==> src/rtl/ras_pkg.sv <==
// Shared types and widths for the return-address-stack controller.
// The default stack geometry lives here so the tracking record width follows it.
package ras_pkg;

    localparam int RAS_DEPTH = 8;
    localparam int RAS_AW    = 32;
    localparam int PTR_W     = $clog2(RAS_DEPTH);
    localparam int CNT_W     = $clog2(RAS_DEPTH + 1);

    typedef enum logic [1:0] {
        NONE    = 2'd0,
        PUSH    = 2'd1,
        POP     = 2'd2,
        REPLACE = 2'd3
    } ras_op_e;

    // Undo information for one speculative stack operation.
    typedef struct packed {
        logic              valid;
        logic [PTR_W-1:0]  tos_before;
        logic [CNT_W-1:0]  count_before;
        logic [PTR_W-1:0]  slot;
        logic [RAS_AW-1:0] old_data;
    } ras_rec_t;

    localparam ras_rec_t REC_EMPTY = '{
        valid:        1'b0,
        tos_before:   {PTR_W{1'b0}},
        count_before: {CNT_W{1'b0}},
        slot:         {PTR_W{1'b0}},
        old_data:     {RAS_AW{1'b0}}
    };

    function automatic logic [CNT_W-1:0] cnt_inc_sat(
        input logic [CNT_W-1:0] cnt,
        input logic [CNT_W-1:0] max_cnt
    );
        logic [CNT_W-1:0] res;
        if (cnt == max_cnt) begin
            res = cnt;
        end else begin
            res = cnt + CNT_W'(1);
        end
        return res;
    endfunction

endpackage

==> src/rtl/ras_track_reg.sv <==
// One pipeline-stage slot of the stack-operation tracking pipeline.
// Clear wins over load; with neither asserted the record holds.
module ras_track_reg
    import ras_pkg::*;
(
    input  logic     clk,
    input  logic     rst,
    input  logic     i_load,
    input  logic     i_clr,
    input  ras_rec_t i_rec,
    output ras_rec_t o_rec
);

    ras_rec_t r_rec;

    // Record register with synchronous reset, clear and stallable load.
    always_ff @(posedge clk) begin
        if (rst) begin
            r_rec <= REC_EMPTY;
        end else if (i_clr) begin
            r_rec <= REC_EMPTY;
        end else if (i_load) begin
            r_rec <= i_rec;
        end else begin
            r_rec <= r_rec;
        end
    end

    assign o_rec = r_rec;

endmodule

==> src/rtl/ras_ctrl.sv <==
// Return-address-stack controller: speculative push/pop/replace from IF with
// ID/EX undo records so squashed calls and returns restore the exact stack state.
module ras_ctrl
    import ras_pkg::*;
#(
    parameter int DEPTH = RAS_DEPTH,
    parameter int AW    = RAS_AW
) (
    input  logic          clk,
    input  logic          rst,
    input  logic          push,
    input  logic [AW-1:0] push_addr,
    input  logic          pop,
    input  logic          PL_stall,
    input  logic          PL_flush,
    input  logic          rollback_id,
    input  logic          rollback_ex,
    output logic [AW-1:0] top_addr,
    output logic          top_valid,
    output logic          ras_full
);

    logic [AW-1:0]    r_mem [DEPTH];
    logic [PTR_W-1:0] r_tos;
    logic [CNT_W-1:0] r_count;

    ras_rec_t         w_id_rec;
    ras_rec_t         w_ex_rec;
    ras_rec_t         w_new_rec;
    ras_op_e          w_op;
    logic             w_empty;
    logic             w_rb_any;
    logic             w_accept;
    logic [PTR_W-1:0] w_new_slot;

    logic [PTR_W-1:0] w_tos_nxt;
    logic [CNT_W-1:0] w_count_nxt;
    logic             w_we_a;
    logic [PTR_W-1:0] w_wa_a;
    logic [AW-1:0]    w_wd_a;
    logic             w_we_b;
    logic [PTR_W-1:0] w_wa_b;
    logic [AW-1:0]    w_wd_b;

    logic             w_id_load;
    logic             w_id_clr;
    logic             w_ex_load;
    logic             w_ex_clr;

    assign w_empty    = (r_count == {CNT_W{1'b0}});
    assign w_rb_any   = rollback_id | rollback_ex;
    assign w_accept   = ~PL_stall & ~PL_flush & ~w_rb_any;
    assign w_new_slot = (w_op == PUSH) ? (r_tos + PTR_W'(1)) : r_tos;

    // Decode the IF request; a replace or pop on an empty stack degrades.
    always_comb begin
        w_op = NONE;
        if (push && pop) begin
            w_op = w_empty ? PUSH : REPLACE;
        end else if (push) begin
            w_op = PUSH;
        end else if (pop) begin
            w_op = w_empty ? NONE : POP;
        end else begin
            w_op = NONE;
        end
    end

    // Undo record for the op accepted this cycle.
    always_comb begin
        w_new_rec              = REC_EMPTY;
        w_new_rec.valid        = w_accept & (w_op != NONE);
        w_new_rec.tos_before   = r_tos;
        w_new_rec.count_before = r_count;
        w_new_rec.slot         = w_new_slot;
        w_new_rec.old_data     = r_mem[w_new_slot];
    end

    // Next stack state; port B is written last so the EX restore beats the ID one.
    always_comb begin
        w_tos_nxt   = r_tos;
        w_count_nxt = r_count;
        w_we_a      = 1'b0;
        w_wa_a      = w_id_rec.slot;
        w_wd_a      = w_id_rec.old_data;
        w_we_b      = 1'b0;
        w_wa_b      = w_new_slot;
        w_wd_b      = push_addr;
        if (w_rb_any) begin
            if (rollback_id && w_id_rec.valid) begin
                w_we_a      = 1'b1;
                w_tos_nxt   = w_id_rec.tos_before;
                w_count_nxt = w_id_rec.count_before;
            end else begin
                w_we_a      = 1'b0;
            end
            if (rollback_ex && w_ex_rec.valid) begin
                w_we_b      = 1'b1;
                w_wa_b      = w_ex_rec.slot;
                w_wd_b      = w_ex_rec.old_data;
                w_tos_nxt   = w_ex_rec.tos_before;
                w_count_nxt = w_ex_rec.count_before;
            end else begin
                w_we_b      = 1'b0;
            end
        end else if (w_accept) begin
            case (w_op)
                PUSH: begin
                    w_we_b      = 1'b1;
                    w_tos_nxt   = w_new_slot;
                    w_count_nxt = cnt_inc_sat(r_count, CNT_W'(DEPTH));
                end
                POP: begin
                    w_tos_nxt   = r_tos - PTR_W'(1);
                    w_count_nxt = r_count - CNT_W'(1);
                end
                REPLACE: begin
                    w_we_b      = 1'b1;
                end
                default: begin
                    w_we_b      = 1'b0;
                end
            endcase
        end else begin
            w_we_b = 1'b0;
        end
    end

    // Stack storage, pointer and occupancy.
    always_ff @(posedge clk) begin
        if (rst) begin
            r_tos   <= PTR_W'(DEPTH - 1);
            r_count <= {CNT_W{1'b0}};
            for (int i = 0; i < DEPTH; i++) begin
                r_mem[i] <= {AW{1'b0}};
            end
        end else begin
            r_tos   <= w_tos_nxt;
            r_count <= w_count_nxt;
            if (w_we_a) begin
                r_mem[w_wa_a] <= w_wd_a;
            end
            if (w_we_b) begin
                r_mem[w_wa_b] <= w_wd_b;
            end
        end
    end

    // A rollback clears the undone record and everything younger; survivors hold.
    assign w_id_load = ~PL_stall & ~w_rb_any;
    assign w_id_clr  = PL_flush | w_rb_any;
    assign w_ex_load = ~PL_stall & ~w_rb_any;
    assign w_ex_clr  = PL_flush | rollback_ex;

    ras_track_reg u_id_rec (
        .clk    (clk),
        .rst    (rst),
        .i_load (w_id_load),
        .i_clr  (w_id_clr),
        .i_rec  (w_new_rec),
        .o_rec  (w_id_rec)
    );

    ras_track_reg u_ex_rec (
        .clk    (clk),
        .rst    (rst),
        .i_load (w_ex_load),
        .i_clr  (w_ex_clr),
        .i_rec  (w_id_rec),
        .o_rec  (w_ex_rec)
    );

    assign top_addr  = r_mem[r_tos];
    assign top_valid = ~w_empty;
    assign ras_full  = (r_count == CNT_W'(DEPTH));

endmodule

==> config.mk <==
export PLATFORM = sky130hd
export DESIGN_NAME = ras_ctrl
export DESIGN_NICKNAME = d
export VERILOG_FILES = /design/src/rtl/ras_pkg.sv /design/src/rtl/ras_track_reg.sv /design/src/rtl/ras_ctrl.sv
export SDC_FILE = /design/constraint.sdc
export NUM_CORES = 1
export LEC_CHECK = 0
export CORE_ASPECT_RATIO = 1.2
export CORE_UTILIZATION = 55
export DETAILED_ROUTE_END_ITERATION = 6
export HOLD_SLACK_MARGIN = 0.1
export PLACE_DENSITY = 0.73
export REMOVE_ABC_BUFFERS = 1
export SYNTH_ARGS = -nofsm -noshare
export SYNTH_HDL_FRONTEND = slang
export SYNTH_SLANG_ARGS = --single-unit
==> constraint.sdc <==
create_clock -name clk -period 4 [get_ports clk]
set_input_delay 0.4 -clock clk [delete_from_list [all_inputs] [get_ports clk]]
set_output_delay 0.4 -clock clk [all_outputs]
set_load 0.02 [all_outputs]
# After elaboration in Yosys (flattened, before gate mapping)
# Memory sizes are Yosys's and may differ from the RTL's. A register that Yosys moved wholly into a read port is not among the register bits.
# Cells that the tools add are included.
[word_totals]
memories = 1
in_bits = 40
word_cells = 90
out_inout_bits = 34
register_bits = 61
ramBits = 256
[op_classes]
bitwise = 11
mux = 43
reduce_logical = 14
n_eq_ne = 6
addsub = 4
[memory_table]
columns = ["memory", "words", "word_bits", "read_ports", "rd_clocked_by_memory_dff", "write_ports", "line", "text"]
rows = [
  ["r_mem", 8, 32, 2, 2, 8, "ras_ctrl.sv:23", "logic [AW-1:0] r_mem [DEPTH];"],
]
[op_table]
columns = ["operator", "n"]
rows = [
  ["two-way mux 32 bit", 4],
  ["OR reduction 32 bit", 2],
  ["two-way mux 3 bit", 11],
  ["two-way mux 4 bit", 5],
  ["two-way mux 1 bit", 16],
  ["two-way mux 2 bit", 5],
  ["case mux 4 bit (2 select lines)", 1],
  ["case mux 3 bit (2 select lines)", 1],
  ["OR reduction 2 bit", 3],
  ["adder 4 x 1 -> 4 bit (second input constant)", 1],
  ["AND 1 bit", 4],
  ["== test 2 bit (second input constant)", 2],
  ["== test 4 bit (second input constant)", 1],
  ["zero test 4 bit", 1],
  ["inverter 1 bit", 4],
  ["AND reduction 4 bit", 1],
  ["nonzero test 2 bit", 2],
  ["subtractor 4 x 1 -> 4 bit (second input constant)", 1],
  ["adder 3 x 1 -> 3 bit (second input constant)", 1],
  ["logical AND 1 bit", 3],
  ["!= test 3 x 1 -> 1 bit (second input constant)", 1],
  ["!= test 3 bit (second input constant)", 1],
  ["OR 1 bit", 3],
  ["AND reduction 3 bit", 1],
  ["other kinds (3)", 3],
]

# Longest topological paths before layout
[logic_depth]
ltp_word = 15
mapped_depth = 11
ltp_nobuf = 8

# Modules after synthesis
# From an unflattened synthesis, not the netlist that was laid out.
[hier_totals]
hier_cells = 1719
hier_area_um2 = 22176.3
[by_module_without_submodules]
columns = ["mod", "area_each_um2", "instances", "cells_per_inst", "seq_area_each_um2"]
rows = [
  ["ras_ctrl", 19010.7, 1, 1439, 7887.6],
  ["ras_track_reg", 1582.8, 2, 140, 860.8],
]

# Worst setup path after synthesis
# No wires, ideal clock.
[synth_timing]
kind = "flip-flop to flip-flop"
from = "register r_tos[0]"
to = "memory r_mem[3][0] (netlist bit), enable pin"
n_path_buf = 3
setup_ps = 389
path_slack_ps = 479
t_required_ps = 3611
synth_period_minus_slack_ps = 3521
stages_incl_launch_ff = 11
arrival_ps = 3132
path_cell_list = "dfxtp_1 clkbuf_1 clkinv_1 buf_1 ha_1 nand2_1 o21ai_0 o22a_1 nand3_2 buf_4 nand2_1"
[synth_lines]
columns = ["element", "line", "text"]
rows = [
  ["start, declared", "ras_ctrl.sv:24", "logic [PTR_W-1:0] r_tos;"],
  ["start signal, assigned", "ras_ctrl.sv:132", "r_tos <= PTR_W'(DEPTH - 1);"],
  ["start signal, assigned", "ras_ctrl.sv:138", "r_tos <= w_tos_nxt;"],
  ["end, declared", "ras_ctrl.sv:23", ""],
]

==> metrics.md <==
| Metric | Value |
|---|---|
| Worst skew pair latency | 0.54 ns |
| PortBufs | 73 |
| Status | finished clean |
| Core Area | 38750 um^2 |
| DR DRC count | 0 |
| Die Y | 219.0 um |
| Max Clock Freq | 290.7 MHz |
| Post-synthesis cell count | 1878 |
| DR WL/cell | 27.97 um |
| Worst R2R Setup Slack | 0.84 ns |
| Most common cell after layout, fill and taps aside | mux2i_1 |
| Total power | 8.384 mW |
| Post-CTS Hold Buffers | 0 |
| Vias | 16840 |
| Post-Route WL | 67610 um |
| Largest net degree at the start of global routing | 57 |
| Asr flop ratio synth | 0 |
| Post-CTS Setup Bufs | 0 |
| Area of the mapped netlist | 21590 um^2 |
| Clock skew | 0.01960 ns |
| PD cells | 348.2 nW/um^2 |
| Clock sinks | 352 |
| Synth-to-layout area growth | 11.52% |
| Global Route Usage Sum | 0.3400 |
| Syn avg cell area | 11.49 um^2 |
| Setup CP Type | flop to primary output |
| Routed Antenna Nets | 0 |
| GRT busiest layer | met2 |
| Flops & latches, synth | 352 |
| GP Congestion | 0.8404 |
| Final period util | 0.8600 |
| Post-layout util | 0.6213 |
| CTS buffer count | 38 |
| H-tree Lvls | 2 |
| Nature of the critical path startpoint | flop |
| Final setup viols | 0 |
| Crit path DAT | 3.04 ns |
| Period minus WS final | 3.440 ns |
| Worst-path clk slew | 0.06 ns |
| Chip width | 182.9 um |
| Layout cell share with drive strength beyond 1 | 0.1586 |
| Initial Util | 0.5571 |
| Worst-Margin Slew | 0.9932 ns |
| M1 GR Usage | 0.4243 |
| Grt ovf | 0 |
| CP Capture Type | primary output |
| DRT Pass-1 Iters | 6 |
| Global-route track usage on met3 | 0.06937 |
| Synth Warn # | 0 |
| Final slew viol count | 0 |
| Diodes inserted | 0 |
| R2r worst-path depth | 6 |
| Sequential share of the synthesized area | 0.4451 |
| Number of flops mapped to enable cells by yosys | 256 |
| Num rows | 79 |
| Hold Slack | 0.4546 ns |
| Reg-to-Reg Start | r_count[3]$_SDFFE_PP0P_ |
| Clock buffer depth | 3 |
| Yosys cell types | 58 |
| Vias per cell | 6.966 |
| Clock Root Buffer | clkbuf_16 |
| Fin. Hold Viols | 0 |
| P_leak | 10.09 nW |
| CP Data Required Time | 3.60 ns |
| Max Cap Viol | 0 |
| RR Endpoint | r_mem[4][24]$_DFFE_PP_ |
| Vias in the first global route | 16840 |
| Slew headroom | 0.3189 |
| Die ar. | 40050 um^2 |
| Grt met2 use | 0.5609 |
| Commonest cells after routing, fill and taps aside | 449 x mux2i_1, 374 x nand2_1, 256 x edfxtp_1, 96 x mux4_2, 91 x dfxtp_1 |
| Initial antenna violation count | 0 |
| Top_reg_cell synth | edfxtp_1 |
| Min-Delay Path Class | flop to flop |
| RSZ-0062 raised after global routing | no |
| First-pass GRT wire length | 101400 um |
| Hpwl dp | 39020 um |
| Crit Path Max Fanout | 20 |
| Post_cts resized | 0 |
| Layout Nets | 1904 |
| Ports | 74 |
| Iteration-0 DRC count of the detailed router | 2112 |
| CTS tree | yes |
| CP endpoint | top_addr[1] |
| Maximum VDD drop | 287.6 uV |
==> how the worst min path moves through the flow <==
stage | startpoint | end | slack, ns | cells past startpoint
after global placement | u_ex_rec.o_rec[13]$_SDFFE_PP0P_ | u_ex_rec.o_rec[13]$_SDFFE_PP0P_ | 0.44 | 2
after global routing | u_ex_rec.o_rec[23]$_SDFFE_PP0P_ | u_ex_rec.o_rec[23]$_SDFFE_PP0P_ | 0.46 | 2
final | u_ex_rec.o_rec[27]$_SDFFE_PP0P_ | u_ex_rec.o_rec[27]$_SDFFE_PP0P_ | 0.45 | 2
after CTS | u_ex_rec.o_rec[27]$_SDFFE_PP0P_ | u_ex_rec.o_rec[27]$_SDFFE_PP0P_ | 0.46 | 2
after detailed placement | u_ex_rec.o_rec[4]$_SDFFE_PP0P_ | u_ex_rec.o_rec[4]$_SDFFE_PP0P_ | 0.45 | 2
after floorplan | u_ex_rec.o_rec[0]$_SDFFE_PP0P_ | u_ex_rec.o_rec[0]$_SDFFE_PP0P_ | 0.44 | 2
==> kinds of logic (layout without fill, tap and decap cells) <==
| group | Yosys count | in the layout | synth area share |
|---|---|---|---|
| muxes | 577 | 577 | 0.3250 |
| and+or+nand+nor | 486 | 486 | 0.09616 |
| DFF | 352 | 352 | 0.4451 |
| AOI/OAI and AO/OA | 261 | 261 | 0.08857 |
| buffers and inverters | 195 | 208 | 0.04173 |
| xor gates and xnor gates | 4 | 4 | 0.001623 |
| adders and majority gates | 3 | 3 | 0.001739 |
==> cells in the mapped netlist, types with 3 or more instances <==
| cell type | instances | area [um^2] |
|---|---|---|
| mux2i_1 | 449 | 4494 |
| nand2_1 | 383 | 1438 |
| edfxtp_1 | 256 | 7687 |
| clkbuf_1 | 142 | 533.0 |
| dfxtp_1 | 96 | 1922 |
| mux4_2 | 96 | 2162 |
| a21oi_1 | 65 | 325.3 |
| o22ai_1 | 34 | 212.7 |
| a311o_1 | 33 | 330.3 |
| nor2b_1 | 33 | 206.5 |
| a2111oi_0 | 32 | 280.3 |
| a2bb2oi_1 | 32 | 280.3 |
| mux2_2 | 32 | 360.4 |
| nor2_1 | 31 | 116.4 |
| o21ai_1 | 22 | 110.1 |
| buf_1 | 15 | 56.30 |
| buf_4 | 15 | 112.6 |
| buf_6 | 14 | 157.7 |
| o21ai_0 | 14 | 70.07 |
| buf_2 | 6 | 30.03 |
| nand3_1 | 6 | 30.03 |
| nand2b_1 | 5 | 31.28 |
| nor3_1 | 5 | 25.02 |
| a211oi_1 | 4 | 30.03 |
| nand3_2 | 4 | 40.04 |
| nand3_4 | 4 | 70.07 |
| or3_1 | 4 | 25.02 |
| xnor2_1 | 4 | 35.03 |
| a31oi_1 | 3 | 18.77 |
| and2_1 | 3 | 18.77 |
| ha_1 | 3 | 37.54 |
| o31ai_1 | 3 | 22.52 |
==> per-stage QoR <==
step           instance area, um^2  cells  worst slack [ns]  TNS (ns)
4_1_cts                      24070   2417            0.5122         0
2_1_floorplan                20700   1686            -5.758  -2755.45
3_3_place_gp                 22830   2347            0.5860         0
3_5_place_dp                 22830   2347            0.5654         0
6_report                     24070   2417            0.5599         0
5_1_grt                      24070   2417            0.4506         0
==> per-layer routing <==
| layer | vias to the layer above | routed length, um |
|---|---|---|
| li1 | 7060 | - |
| met2 | 1155 | 32700 |
| met3 | 235 | 7051 |
| met4 | 0 | 3121 |
| met5 | - | 0 |
| met1 | 8388 | 24730 |
==> state kept, by name (all words and copies together), names as in the netlist, named ones only <==
| name | count |
|---|---|
| r_mem | 256 |
| u_ex_rec.o_rec | 43 |
| r_tos | 3 |
| r_count | 4 |
| u_id_rec.o_rec | 43 |
==> cell type report <==
cell class                 count  area [um^2]
clock inverter                16        107.6
sequential                   352         9623
fill                        3043        14670
inverter                       3        11.26
multi-input combinational   1331        11230
clock buffer                  54         1135
timing repair buffer         135         1309
tap                          526        658.1
==> critical path: stages, from the launching register on <==
cell and delay [ns]:
dfxtp_4 0.67, buf_4 0.42, mux4_2 0.55, mux2_2 0.31, clkdlybuf4s50_1 0.54
==> where the power goes <==
part	total (mW)	internal, mW	switching, mW
Combinational	0.755	0.330	0.425
Sequential	4.09	4.00	0.0899
Clock	3.54	2.05	1.49
Total	8.38	6.37	2.01
Power figures use the tool's default switching activity.
==> RTL edit 1: new RTL, config.mk and constraints unchanged <==
Make the reset (`rst`) asynchronous in 2 clocked blocks. Comments in the files are not updated.
--- a/src/rtl/ras_track_reg.sv
+++ b/src/rtl/ras_track_reg.sv
@@ -15,5 +15,5 @@
 
     // Record register with synchronous reset, clear and stallable load.
-    always_ff @(posedge clk) begin
+    always_ff @(posedge clk or posedge rst) begin
         if (rst) begin
             r_rec <= REC_EMPTY;
--- a/src/rtl/ras_ctrl.sv
+++ b/src/rtl/ras_ctrl.sv
@@ -128,5 +128,5 @@
 
     // Stack storage, pointer and occupancy.
-    always_ff @(posedge clk) begin
+    always_ff @(posedge clk or posedge rst) begin
         if (rst) begin
             r_tos   <= PTR_W'(DEPTH - 1);
Check against the original RTL: differs if rst is asserted again (counterexample within 4 cycles, from zero or initial values and one cycle with rst high); with rst held inactive, the same outputs for 4 cycles.
==> RTL edit 1 against the unedited design <==
The run now ends with design-rule violations left. Wire length down 6.9%. Area after synthesis down 3.7%. Setup slack worse by 0.24 ns. Die area down 3.7%. Sequential cell count down 3. Cell area down 3.0%. Clock skew down 0.0064 ns. Largest cell class unchanged.
Power is not compared: it rests on default switching activity, and its combinational part moved more than twofold at a synthesized area within 25%.
==> RTL edit 1: results (changes against the unedited design) <==
| Metric | Value |
|---|---|
| Run status | finished, violations left |
| Failing checks | design-rule violations |
| Nets | 1889 (-0.79%) |
| Avg WL per Cell | 26.78 um (-4.3%) |
| Area contributors post-synth | dfrtp_1 42%, mux2i_1 28%, mux4_2 6.9% |
| VDD IR max | 0.0003899 V |
| Number of remaining DRC errors | 14 (+14) |
| FFs w/ async S/R, synth | 100.0% (+100 points) |
| Root buf cell | clkbuf_16 |
| R2r setup slk | 0.78 ns (-0.06 ns) |
| Worst-Skew Late Latency | 0.55 ns |
| DP Worst Slack | 0.8597 ns (+0.2943 ns) |
| 1st-pass router iterations | 7 (+1) |
| Met2 usage | 51.30% (-4.8 points) |
| Critical Path Sink | top_addr[10] |
| Post-synthesis sequential area ratio | 42.04% (-2.5 points) |
| Met1 GRT Util | 45.59% (+3.2 points) |
| Startpoint class of the critical path | register |
| Most flops, register | r_mem |
| Worst Path Max Fanout | 32 (+60%) |
| Largest net degree at the start of global routing | 94 (+65%) |
| Initial antenna violation count | 1 (+1) |
| 1st-iter DRT viols | 1791 (-15%) |
| Slew @ Worst Pin | 0.8095 ns (-0.1837 ns) |
| CP Data Arrival Time | 3.28 ns (+0.24 ns) |
| Worst-path clk slew | 0.06 ns (about the same) |
| WL met2 | 28.91 mm (-12%) |
| Largest register FFs | 256 (unchanged) |
| Setup CP Type | register to output pin |
| DRT met1 WL | 26.04 mm (+5.3%) |
| Layout cells sized above 1 | 12.43% (-3.4 points) |
| TritonCTS Buffers | 39 (+2.6%) |
| Met3 WL post-DR | 5.418 mm (-23%) |
| Library cells used by synthesis | 63 (+8.6%) |
| Placer Congestion | 0.8342 (-0.74%) |
| HPWL after DPL | 35.42 mm (-9.2%) |
| YS warnings | 0 (unchanged) |
| Lkg Pwr | roughly 12 nW |
| Clock Skew | 0.01316 ns (-0.006437 ns) |
| Setup TNS after final layout | 0 ns (unchanged) |
| Port bufs | 73 (unchanged) |
| Met3 Usage GRT | 5.524% (-1.4 points) |
| DP Area | 22070 sq um (-3.3%) |
| Resized cells post-CTS | 0 (unchanged) |
| Min cycle time layout | 3.683 ns (+0.2428 ns) |
| Critical Path Start | r_tos[0]$_DFFE_PP1P_ |
| Hold Path Class | input pin to asynchronous set/reset pin |
| FF-to-FF End | u_id_rec.o_rec[29]$_DFFE_PP0P_ |
| CTS Buffer Depth | 3 (unchanged) |
| Global-route wire length before repair | 98.62 mm (-2.7%) |
| R2R depth | 8 (+2) |
| GRT Total Usage | 32.94% (-1.1 points) |
| Worst R2R Start | r_tos[1]$_DFFE_PP1P_ |
| Commonest cells in the netlist | 586 x mux2i_1, 346 x dfrtp_1, 263 x nand2_1, 91 x clkbuf_1, 64 x mux4_2 |
| Vias | 16.25k (-3.5%) |
==> RTL edit 1: cell types whose count changed after synthesis, moves of 51 or more <==
| cell | before | now |
|---|---|---|
| edfxtp_1 | 256 | 0 |
| nand2_1 | 383 | 263 |
| dfrtp_1 | 0 | 346 |
| mux2i_1 | 449 | 586 |
| clkbuf_1 | 142 | 91 |
| dfxtp_1 | 96 | 0 |
| o221ai_1 | 0 | 59 |
==> RTL edit 1: cell type report <==
class	count	area (sq um)
diodes	1	2.502
clock inverters	14	112.6
inverters	7	33.78
multi-input cells	1309	11250
well taps	474	593.1
repair buffers	140	1446
flip-flops and latches	349	8745
fillers	2906	13640
clock buffers	55	1167
==> RTL edit 1: through the flow <==
stage | hold slack, ns | utilization (%) | instances
after floorplan | 0.4591 | - | 1665
after global placement | 0.4770 | 59.66 | 2279
after detailed placement | 0.4799 | 59.66 | 2279
after CTS | 0.4222 | 63.12 | 2348
after global routing | 0.4712 | 63.13 | 2349
final | 0.4094 | 63.13 | 2349
==> RTL edit 1: logic make-up (layout without fill, tap and decap cells) <==
kind of cell	count (synthesis)	after routing	share of synthesized area [%]
muxes	654	654	35.37
other	0	1	0
DFF	349	349	42.04
and+or+nand+nor	365	365	7.615
buffers and inverters	197	216	4.274
AOI/OAI and AO/OA	283	283	10.31
xor gates and xnor gates	4	4	0.2047
adders and majority gates	3	3	0.1806
==> RTL edit 1: power by group <==
group,leakage [nW],switching [mW],internal [mW],total [mW]
logic,6.24,2.68,2.26,4.94
clock network,0.642,1.51,2.10,3.61
registers,4.77,0.999,4.41,5.41
total,11.6,5.19,8.77,14.0
==> RTL edit 1: critical path, stage by stage (launching register included) <==
cell             delay [ns]
dfstp_4                0.96
buf_4                  0.43
mux4_2                 0.54
nand2_1                0.09
nand2_1                0.11
clkdlybuf4s50_1        0.56
==> RTL edit 2: new RTL, same flow settings <==
Without the edit above. `RAS_DEPTH`: 8 -> 4.
--- a/src/rtl/ras_pkg.sv
+++ b/src/rtl/ras_pkg.sv
@@ -3,5 +3,5 @@
 package ras_pkg;
 
-    localparam int RAS_DEPTH = 8;
+    localparam int RAS_DEPTH = 4;
     localparam int RAS_AW    = 32;
     localparam int PTR_W     = $clog2(RAS_DEPTH);
Function: same outputs for any inputs over 4 cycles, from zero or initial values and one cycle with rst high; that may be too few to reach the edited logic, so the function may still have changed.
==> RTL edit 2 against the unedited design <==
Via count is 43% lower. Cell area shrank 43%. Critical path depth is 2 lower. First-iteration DRC count down 62%. Power decreased by 42%. Sequential cell count down 137. Setup slack improved by 0.45 ns. Maximum frequency increased by 15%. Sequential power shrank 40%. Wire length shrank 50%. Area after synthesis is 44% lower. Utilization rose by 1.4 points. Largest power group unchanged. Highest routed layer unchanged.
==> RTL edit 2: results (changes against the unedited design) <==
| Metric | Value |
|---|---|
| DP Worst Slack | 0.7135 ns (+0.1481 ns) |
| DRT met1 WL | 13.54 mm (-45%) |
| Area contributors post-synth | edfxtp_1 32%, mux2i_1 21%, dfxtp_1 14% |
| WL met2 | 16.52 mm (-49%) |
| Critical Path Sink | top_addr[9] |
| Seq. pwr | 2.45 mW (-40%) |
| Clock Skew | 0.01885 ns (-0.0007477 ns) |
| TritonCTS Buffers | 23 (-39%) |
| Vias/cell | 6.560 (-5.8%) |
| Placer Congestion | 0.8606 (+2.4%) |
| Max_slew headroom | 28.43% (-3.5 points) |
| N_diodes | 0 (unchanged) |
| Worst Path Max Fanout | 32 (+60%) |
| Largest register FFs | 128 (-50%) |
| Max incr delay on CP | 1.04 ns (+0.37 ns) |
| Global-route wire length before repair | 51.43 mm (-49%) |
| 1st-pass router iterations | 5 (-1) |
| Min-delay src | u_ex_rec.o_rec[15]$_SDFFE_PP0P_ |
| Fill cells | 1792 (-41%) |
| Met1 GRT Util | 38.53% (-3.9 points) |
| Final worst path period share | 74.73% (-11 points) |
| CP Data Arrival Time | 2.59 ns (-0.45 ns) |
| 1st-iter DRT viols | 793 (-62%) |
| DP Area | 13120 sq um (-43%) |
| Mapped Cells | 1140 (-39%) |
| Post-synthesis sequential area ratio | 45.98% (+1.5 points) |
| GRT Total Usage | 30.15% (-3.8 points) |
| Met2 usage | 51.26% (-4.8 points) |
| R2R depth | 8 (+2) |
| Met3 WL post-DR | 2.539 mm (-64%) |
| R2r setup slk | 1.25 ns (+0.41 ns) |
| Nets | 1210 (-36%) |
| Power Clock | 1.95 mW (-45%) |
| Avg WL per Cell | 23.02 um (-18%) |
| HPWL after DPL | 19.49 mm (-50%) |
| VDD IR max | 0.0003193 V (+11%) |
| Lkg Pwr | 6.091 nW (-40%) |
| Met3 Usage GRT | 4.113% (-2.8 points) |
| H-tree Lvls | 1 (-1) |
| Run status | finished clean |
| Library cells used by synthesis | 51 (-12%) |
| Hold Slack | 0.4521 ns (-0.002453 ns) |
| Largest net degree at the start of global routing | 130 (+130%) |
| FF-to-FF End | r_count[2]$_SDFFE_PP0P_ |
==> RTL edit 2: cell types whose count changed after synthesis, moves of 33 or more <==
cell      unedited run  this run
nand2_1            383       303
clkbuf_1           142        66
mux4_2              96        32
a311o_1             33         0
o22ai_1             34         0
edfxtp_1           256       128
mux2i_1            449       259
==> RTL edit 2: final cells by class <==
class	count	area [sq um]	area share (%)
clock buffers	33	633.1	4.590
clock inverters	7	36.28	0.2631
inverters	3	11.26	0.08164
multi-input cells	821	6173	44.76
flip-flops and latches	215	5588	40.51
well taps	274	342.8	2.485
repair buffers	105	1008	7.311
==> RTL edit 2: logic make-up (layout without fill, tap and decap cells) <==
kind of cell    after synthesis  after routing  share of synthesized area [%]
compound gates              172            172                          10.84
xor+xnor                      4              4                         0.2884
fa+ha+maj                     1              1                         0.1030
buf+inv                     104            148                          3.832
flops                       215            215                          45.98
mux                         291            291                          27.27
simple gates                353            353                          11.69
